File: config.mk
export PLATFORM = sky130hd
export DESIGN_NAME = led_mode_sequencer
export DESIGN_NICKNAME = d
export VERILOG_FILES = /design/src/rtl/led_mode_sequencer.sv
export SDC_FILE = /design/constraint.sdc
export NUM_CORES = 1
export LEC_CHECK = 0
export ABC_AREA = 1
export CAP_MARGIN = 20
export CORE_AREA = 3 3 158 160
export CTS_CLUSTER_DIAMETER = 30
export CTS_CLUSTER_SIZE = 8
export DETAILED_ROUTE_END_ITERATION = 10
export DIE_AREA = 0 0 161 163
export DONT_BUFFER_PORTS = 1
export PLACE_DENSITY = 0.36
export SYNTH_ARGS = -nofsm -noshare
export SYNTH_HDL_FRONTEND = slang
export SYNTH_SLANG_ARGS = --single-unit
File: constraint.sdc
create_clock -name clk -period 1.5 [get_ports clk]
set_clock_uncertainty 0.2 [all_clocks]
set_input_delay 0.225 -clock clk [delete_from_list [all_inputs] [get_ports clk]]
set_output_delay 0.225 -clock clk [all_outputs]
set_load 0.01 [all_outputs]
File: src/rtl/led_mode_sequencer.sv
// led_mode_sequencer
// Selects the frame presented to the LED shift register. Mode 0 builds a frame
// from the colour switches and is sent manually. Modes 1..NUM_MODES-1 stream
// frames from extData continuously. Mode changes are deferred to a frame
// boundary (frameDone) so that a frame is never torn.
// Optional build macro BLANK_ON_SWITCH_EN: on a mode switch, one all-zero frame
// is inserted before the new mode takes effect.
module led_mode_sequencer #(
    parameter  int NUM_LEDS  = 4,
    parameter  int NUM_MODES = 4,
    localparam int MODE_W    = $clog2(NUM_MODES),
    localparam int FRAME_W   = NUM_LEDS * 24
) (
    input  logic                               clk,
    input  logic                               reset,
    input  logic                               changeMode,
    input  logic [MODE_W-1:0]                  modeSet,
    input  logic                               send,
    input  logic [3:0]                         Green,
    input  logic [3:0]                         Red,
    input  logic [3:0]                         Blue,
    input  logic [(NUM_MODES-1)*FRAME_W-1:0]   extData,
    input  logic                               frameDone,
    output logic                               go,
    output logic [FRAME_W-1:0]                 regVal,
    output logic [MODE_W-1:0]                  mode,
    output logic                               busy
);

    typedef enum logic [1:0] {
        RUN     = 2'd0,
`ifdef BLANK_ON_SWITCH_EN
        BLANK   = 2'd2,
`endif
        PENDING = 2'd1
    } state_t;

    state_t              state;
    state_t              stateNext;
    logic [MODE_W-1:0]   pendMode;
    logic [MODE_W-1:0]   pendNext;
    logic [MODE_W-1:0]   modeNext;
    logic                sendReq;
    logic                sendReqNext;
    logic                changePrev;
    logic                sendPrev;
    logic                changeEdge;
    logic                sendEdge;
    logic                modeValid;
    logic                validEdge;
    logic                loadMode;
    logic [FRAME_W-1:0]  frameNext;

    // A held button level produces a single event on its rising edge.
    assign changeEdge = changeMode & ~changePrev;
    assign sendEdge   = send & ~sendPrev;

    // Requests for modes that do not exist are dropped.
    assign modeValid  = ({{(32-MODE_W){1'b0}}, modeSet} < NUM_MODES);
    assign validEdge  = changeEdge & modeValid;

    // The newest valid request always wins, even in the cycle it commits.
    assign pendNext   = validEdge ? modeSet : pendMode;
    assign modeNext   = loadMode ? pendNext : mode;

    // State register.
    always_ff @(posedge clk) begin
        if (!reset) begin
            state <= RUN;
        end else begin
            state <= stateNext;
        end
    end

    // Next-state logic; loadMode marks the cycle the pending mode is applied.
    always_comb begin
        stateNext = state;
        loadMode  = 1'b0;
        case (state)
            RUN: begin
                if (validEdge) begin
                    if (frameDone) begin
                        // Request lands on a frame boundary: commit immediately.
`ifdef BLANK_ON_SWITCH_EN
                        stateNext = BLANK;
`else
                        loadMode  = 1'b1;
`endif
                    end else begin
                        stateNext = PENDING;
                    end
                end
            end
            PENDING: begin
                if (frameDone) begin
`ifdef BLANK_ON_SWITCH_EN
                    stateNext = BLANK;
`else
                    stateNext = RUN;
                    loadMode  = 1'b1;
`endif
                end
            end
`ifdef BLANK_ON_SWITCH_EN
            BLANK: begin
                if (frameDone) begin
                    stateNext = RUN;
                    loadMode  = 1'b1;
                end
            end
`endif
            default: begin
                stateNext = RUN;
            end
        endcase
    end

    // Manual-send request: a commit into mode 0 starts idle, a fresh send edge
    // outranks the frameDone that would otherwise clear it.
    always_comb begin
        sendReqNext = sendReq;
        if (loadMode && (pendNext == '0)) begin
            sendReqNext = 1'b0;
        end else if (sendEdge && (mode == '0) && (state == RUN)) begin
            sendReqNext = 1'b1;
        end else if (frameDone) begin
            sendReqNext = 1'b0;
        end
    end

    // Control registers: applied mode, pending mode, send request, edge history.
    always_ff @(posedge clk) begin
        if (!reset) begin
            mode       <= '0;
            pendMode   <= '0;
            sendReq    <= 1'b0;
            changePrev <= 1'b0;
            sendPrev   <= 1'b0;
        end else begin
            mode       <= modeNext;
            pendMode   <= pendNext;
            sendReq    <= sendReqNext;
            changePrev <= changeMode;
            sendPrev   <= send;
        end
    end

    // Output decode: streaming modes and switch-over states keep the shifter running.
    always_comb begin
        busy = (state != RUN);
        go   = 1'b1;
        if ((state == RUN) && (mode == '0)) begin
            go = sendReq;
        end
    end

    // Frame selection for the current mode; LED0 occupies the MSBs.
    always_comb begin
        frameNext = {NUM_LEDS{Green, 4'h0, Red, 4'h0, Blue, 4'h0}};
        for (int m = 1; m < NUM_MODES; m++) begin
            if (mode == MODE_W'(m)) begin
                frameNext = extData[(m-1)*FRAME_W +: FRAME_W];
            end
        end
`ifdef BLANK_ON_SWITCH_EN
        if (state == BLANK) begin
            frameNext = '0;
        end
`endif
    end

    // Frame load register, refreshed every cycle.
    always_ff @(posedge clk) begin
        if (!reset) begin
            regVal <= '0;
        end else begin
            regVal <= frameNext;
        end
    end

endmodule

==> results_dict.tcl, run 1 <==
set metrics [dict create \
    cts.clk_slew.worst_paths_ns 0.08 \
    cts_tree "yes" \
    gp_congestion 0.8011 \
    path_max_fanout 4 \
    crit_type "flip-flop to output port" \
    slowest_delay_ns 0.37 \
    ir_worst_vdd_v 0.0004715 \
    power.density_mw_per_mm2 891.6 \
    rsz0062_at_grt "yes" \
    fin_nets 1276 \
    clk_latency_ns 0.34 \
    area_growth_syn_to_layout_pct 61.18 \
    netlist_instances 835 \
    grt_use_met3 0.06205 \
    vias_per_cell 4.655 \
    drt_pre_antenna_iters 4 \
    drc 0 \
    num_vias 6028 \
    hp-class "primary input to flip-flop" \
    hold_viol 63 \
    tns_ns -4.313 \
    antenna_found_initial 6 \
    grt_max_degree 66 \
    globalRouteOverflowTotal 0 \
    syn_avg_cell_area_um2 6.268 \
    yosysWarnings 0 \
    ant_nets 0 \
    dieArea_mm2 0.02624 \
    p_leak_nw 4.271 \
    hold_ws_ns -0.2177 \
    use_met1 0.1971 \
    final_common_cell "nand2_1" \
    top_usage_layer "met2" \
    numCtsBuffers 9 \
    max_cap_viol_count 0 \
    grt_pass1_wl_um 35600 \
    run_status "finished, violations left" \
    synth_seq_area_share 0.3978 \
    drtIter0Drc 332 \
    portBuffers 0 \
    pre_cts_ws_ns -0.1493 \
    dp_hpwl_um 18340 \
    cts_buffer_depth 2 \
    worst_slack_ns -0.1336 \
    fmax_ghz 0.6121 \
    maxSlewHeadroom 0.8091 \
    ios 407 \
    ys_ff_latch 104 \
    fin_total_pwr_mw 7.521 \
    tightest_slew_ns 0.2859 \
    cts_root_buf "clkbuf_16" \
    use_met2 0.3222 \
    fin_crit_sh 1.089 \
    final_area_mm2 0.008436 \
    crit_path_end_kind "output port" \
    rows 56 \
    drive_gt1_frac 0.2259 \
    initial_utilization 0.2223 \
    cp.arrival_ns 1.21 \
    start_kind "flip-flop" \
    mostFrequentLayoutCells "nand2_1 (243), dlygate4sd3_1 (110), nand3_1 (109)" \
    yosysUniqueCellTypes 15 \
    routedWlPerCell_um 21.07 \
    slowest_stage "dfxtp_4" \
    globalRouteTotalUtil 0.1794 \
    cts_max_level 3 \
    cts.sinks 104 \
    fin_crit_ns 1.634 \
    die_x_um 161 \
    postPlaceCellArea_mm2 0.005761 \
    grt_pass1_vias 5861 \
    routed_wl_um 27280 \
    core-area_mm2 0.02354 \
    violations "hold timing, setup timing" \
    setup_violations 74 \
    die_h_um 163 \
    crit_required_ns 1.07 \
    path_cells "clkinv_4 -> buf_6 -> nand3_2 -> or2_4" \
    syn_nets 1142 \
    finalMaxSlewViolations 0 \
    netlist_area_mm2 0.005234 \
]
## cells in the mapped netlist (all sizes together)
cell type	n	area, µm²
o21ai	48	240.2
nand3	145	725.7
nor2	8	30.03
or2	13	81.33
clkbuf	25	93.84
nor3b	2	15.01
inv	101	379.1
dfxtp	104	2082
buf	32	178.9
a21oi	50	250.2
nand2	307	1157
## report_power, final
group          internal, mW  switching [mW]  leakage [nW]
registers              2.99           0.246         0.858
logic                 0.775           0.882          3.27
clock network          1.47            1.15         0.145
total                  5.24            2.28          4.27
## path summary, 6_finish.rpt
| path | cells past startpoint | slack (ns) | to | from |
|---|---|---|---|---|
| worst max register to register | 9 | -0.13 | regVal[34]$_SDFF_PN0_ | mode[1]$_SDFFE_PN0P_ |
| worst max-delay path | 4 | -0.13 | go | mode[1]$_SDFFE_PN0P_ |
| worst min register to register | 3 | 0.38 | sendReq$_SDFFE_PP0P_ | sendPrev$_SDFF_PN0_ |
| worst min-delay path | 2 | -0.22 | regVal[19]$_SDFF_PN0_ | reset |
## layout make-up
type | count | area (µm²)
Sequential cell | 104 | 2087
Multi-Input combinational cell | 573 | 3063
Clock buffer | 10 | 229.0
Tap cell | 319 | 399.1
Inverter | 101 | 410.4
Timing Repair Buffer | 180 | 2151
Antenna cell | 2 | 5.005
Clock inverter | 6 | 91.34
Fill cell | 2496 | 15110
## routing by layer
layer	up-vias	wire (µm)	part of all wire
met2	304	14210	0.52
met4	2	763	0.028
met5	-	13	0.00048
li1	2883	-	-
met3	57	2248	0.082
met1	2782	10050	0.37
## timing repair
item | 4_1_cts | 5_1_grt
cloned | 3 | 13
gates resized for setup | 24 | 167
setup endpoints to repair | 93 | 99
endpoints found under the hold margin | 104 | 63
buffers inserted | 7 | 10
hold buffers | 109 | 1
pin swaps | 1 | 78
## worst max-delay path, delay by kind of cell (launching register included)
kind	cells	cell delay (ns)
buffers and inverters	2	0.17
AND/OR/NAND/NOR	2	0.33
flip-flops	1	0.37
## kinds of logic after synthesis
family | synth area share
DFF | 0.3978
buffers and inverters | 0.1246
and+or+nand+nor | 0.3839
AOI/OAI and AO/OA | 0.09371
## registers in the layout, indices dropped and copies added, names as in the netlist
signal	flops
changePrev	1
mode	2
state	1
pendMode	2
regVal	96
sendPrev	1
sendReq	1
## metrics by stage
step           hold slack, ns  instances  utilization
2_1_floorplan          0.1011        835            -
3_3_place_gp           0.1067       1135       0.2447
3_5_place_dp           0.1050       1135       0.2447
4_1_cts               -0.2455       1269       0.3139
5_1_grt               -0.2400       1295       0.3583
6_report              -0.2177       1295       0.3583
No activity file was read; power rests on OpenSTA's default activity.
==> run 2, diff against run 1 <==
Settings changed: ABC_AREA 1 to not set, CORE_AREA 3 3 158 160 to 3 3 156 158, DIE_AREA 0 0 161 163 to 0 0 159 161.
==> run 2 against run 1 <==
  * The run still ends with hold timing, setup timing left
  * Wire length shrank 25%
  * Critical path depth shrank 2
  * Fmax shrank 8.1%
  * Register-to-register slack lost 0.08 ns
  * Count of clock-buffer cells in the layout grew 2
  * Non-clock buffer count shrank 113
  * Sequential share of layout area grew 4.4 points
  * Critical path type unchanged
  * Largest power group unchanged
  * Highest routed layer unchanged
==> results_dict.tcl, run 2 <==
set metrics [dict create \
    postPlaceCellArea_mm2 0.005527 \
    hold_ws_ns -0.1858 \
    tightest_slew_ns 0.2394 \
    rows 56 \
    setup_violations 96 \
    vias_per_cell 4.765 \
    globalRouteTotalUtil 0.1414 \
    synth_common_cells "dfxtp_1 (104), nor2b_1 (51), and2_1 (50)" \
    mostFrequentLayoutCells "dfxtp_1 (101), nor2b_1 (49), mux4_2 (48)" \
    hold_viol 101 \
    cts_buffer_depth 2 \
    crit_type "flip-flop to output port" \
    ys.flop_type "dfxtp_1" \
    crit_path_end_kind "output port" \
    top_regs "regVal (96), mode (2), pendMode (2)" \
    combPwrFrac 0.221 \
    drc 0 \
    globalRouteOverflowTotal 0 \
    die_h_um 161 \
    netlist_instances 410 \
    num_vias 3698 \
    fin_crit_ns 1.777 \
    maxSlewHeadroom 0.8392 \
    worst_slack_ns -0.2767 \
    synth_largest_area_cell "dfxtp_1" \
    regMostFlops "regVal" \
    p_leak_nw 2.531 \
    initial_utilization 0.2194 \
    finalMaxSlewViolations 0 \
    path_cells "buf_6 -> or4_4" \
    p_seq_frac 0.428 \
    numCtsBuffers 9 \
    fin_nets 757 \
    yosysUniqueCellTypes 25 \
    gp_congestion 0.7713 \
    synth_seq_area_share 0.4078 \
    switchingPower_mw 1.909 \
    grt_max_degree 105 \
    holdBufCountCts 6 \
    ant_nets 0 \
    clkPwrFrac 0.351 \
    synthArstFlopShare 0 \
    path_max_fanout 2 \
    clk_latency_ns 0.35 \
    rr_endpoint "regVal[53]$_SDFF_PN0_" \
    cts.sinks 104 \
    yosys.cell_count.top_type "dfxtp_1" \
    switching_share 0.2588 \
    drive_gt1_frac 0.5407 \
    pre_cts_ws_ns -0.2204 \
    dieArea_mm2 0.02560 \
    ir_worst_vdd_v 0.0004314 \
    netlist_area_mm2 0.005105 \
    power.density_mw_per_mm2 1028 \
    fmax_ghz 0.5628 \
    crit_start "mode[1]$_SDFFE_PN0P_" \
    slowest_stage "or4_4" \
    die_x_um 159 \
    yosys-top-cells-area "dfxtp_1 (41%), mux4_2 (21%), mux2_2 (11%), a22oi_1 (7.1%), nor2b_1 (6.3%)" \
    synth_top_cell_area_share 0.4078 \
    run_status "finished, violations left" \
    final_area_mm2 0.007177 \
    crit_required_ns 1.07 \
    cts_tree "yes" \
    core-area_mm2 0.02326 \
    drt_pre_antenna_iters 4 \
    rsz0062_at_grt "yes" \
    ios 407 \
    largest_reg_flops 96 \
    r2r_slack_ns -0.21 \
    antenna_found_initial 5 \
    p_int_mw 5.467 \
    syn_nets 717 \
    cts_max_level 3 \
    routed_wl_um 20420 \
    place_inst 711 \
    hp-class "primary input to flip-flop" \
    reg2reg_depth 5 \
    slowest_delay_ns 0.54 \
    violations "hold timing, setup timing" \
    portBuffers 0 \
    cp-endpoint "go" \
    final_common_cell "dfxtp_1" \
    grt_pass1_vias 3962 \
    cts_root_buf "clkbuf_16" \
    cts.clk_slew.worst_paths_ns 0.07 \
    grt_pass1_wl_um 26610 \
    area_growth_syn_to_layout_pct 40.59 \
    fin_total_pwr_mw 7.376 \
    timing.rr.start "mode[0]$_SDFFE_PN0P_" \
    synth_edf_count 0 \
    drtIter0Drc 172 \
    fin_crit_sh 1.184 \
    yosysWarnings 0 \
    fillerInstances 2319 \
    routedWlPerCell_um 26.31 \
    syn_avg_cell_area_um2 12.45 \
    max_cap_viol_count 0 \
    start_kind "flip-flop" \
    cp.arrival_ns 1.35 \
    layoutNonFillerInstCount 776 \
    dp_hpwl_um 12880 \
    ys_ff_latch 104 \
]
-- run 2: logic make-up (layout without fill, tap and decap cells) --
kind of cell    after synthesis  count (layout)  synth area share
simple gates                117             117            0.1441
flops                       104             104            0.4078
mux                          97              97            0.3196
compound gates               54              54           0.07941
buf+inv                      38              83           0.04902
other cells                   0               2                 0
-- run 2: worst max-delay path, delay by kind of cell (launching register included) --
| kind | cells | cell delay, ns |
|---|---|---|
| buffers and inverters | 1 | 0.11 |
| flip-flops | 1 | 0.35 |
| AND/OR/NAND/NOR | 1 | 0.54 |
-- run 2: cell type report --
cell class / count / area, µm² / share of cell area
multi-input combinational: 268 / 3211 / 0.4474
clock inverter: 4 / 56.30 / 0.007845
antenna: 2 / 5.005 / 0.0006974
clock buffer: 12 / 267.8 / 0.03731
timing repair buffer: 67 / 1147 / 0.1599
sequential: 104 / 2091 / 0.2913
tap: 319 / 399.1 / 0.05561
-- run 2: worst min path at each step --
stage | from | to | cells after the start
finish | reset | regVal[92]$_SDFF_PN0_ | 1
global route | reset | regVal[92]$_SDFF_PN0_ | 1
CTS | reset | regVal[74]$_SDFF_PN0_ | 1
detailed placement | changeMode | changePrev$_SDFF_PN0_ | 1
global placement | changeMode | changePrev$_SDFF_PN0_ | 1
floorplan | changeMode | changePrev$_SDFF_PN0_ | 1
-- run 2: power by group through the flow --
stage | logic, mW | clock network, mW | registers, mW
floorplan | 0.875 | 0 | 3.17
global placement | 0.979 | 0 | 3.24
detailed placement | 0.992 | 0 | 3.23
CTS | 1.45 | 2.76 | 3.16
global route | 1.73 | 2.82 | 3.17
finish | 1.63 | 2.59 | 3.16
-- run 2: repair_timing --
| item | 4_1_cts | 5_1_grt |
|---|---|---|
| endpoints found under the setup margin | 98 | 101 |
| gates resized for setup | 90 | 59 |
| hold endpoints to repair | 104 | 101 |
| setup buffers | 16 | 7 |
| gates cloned | 11 | 9 |
| pin swaps | 5 | 4 |
-- run 2: per-layer routing --
layer  vias to the layer above  track usage  wire (µm)
met3                        35      0.06104       1957
met1                      1779       0.1408       7250
li1                       1603            -          -
met5                         -            0         46
met4                         6      0.05332        519
met2                       275       0.2611      10640
-- run 2: per-stage QoR --
stage	TNS (ns)	util
global route	-15.98	0.3085
CTS	-15.62	0.2916
finish	-11.60	0.3085
detailed placement	-9.967	0.2376
global placement	-8.084	0.2376
floorplan	-4.151	-
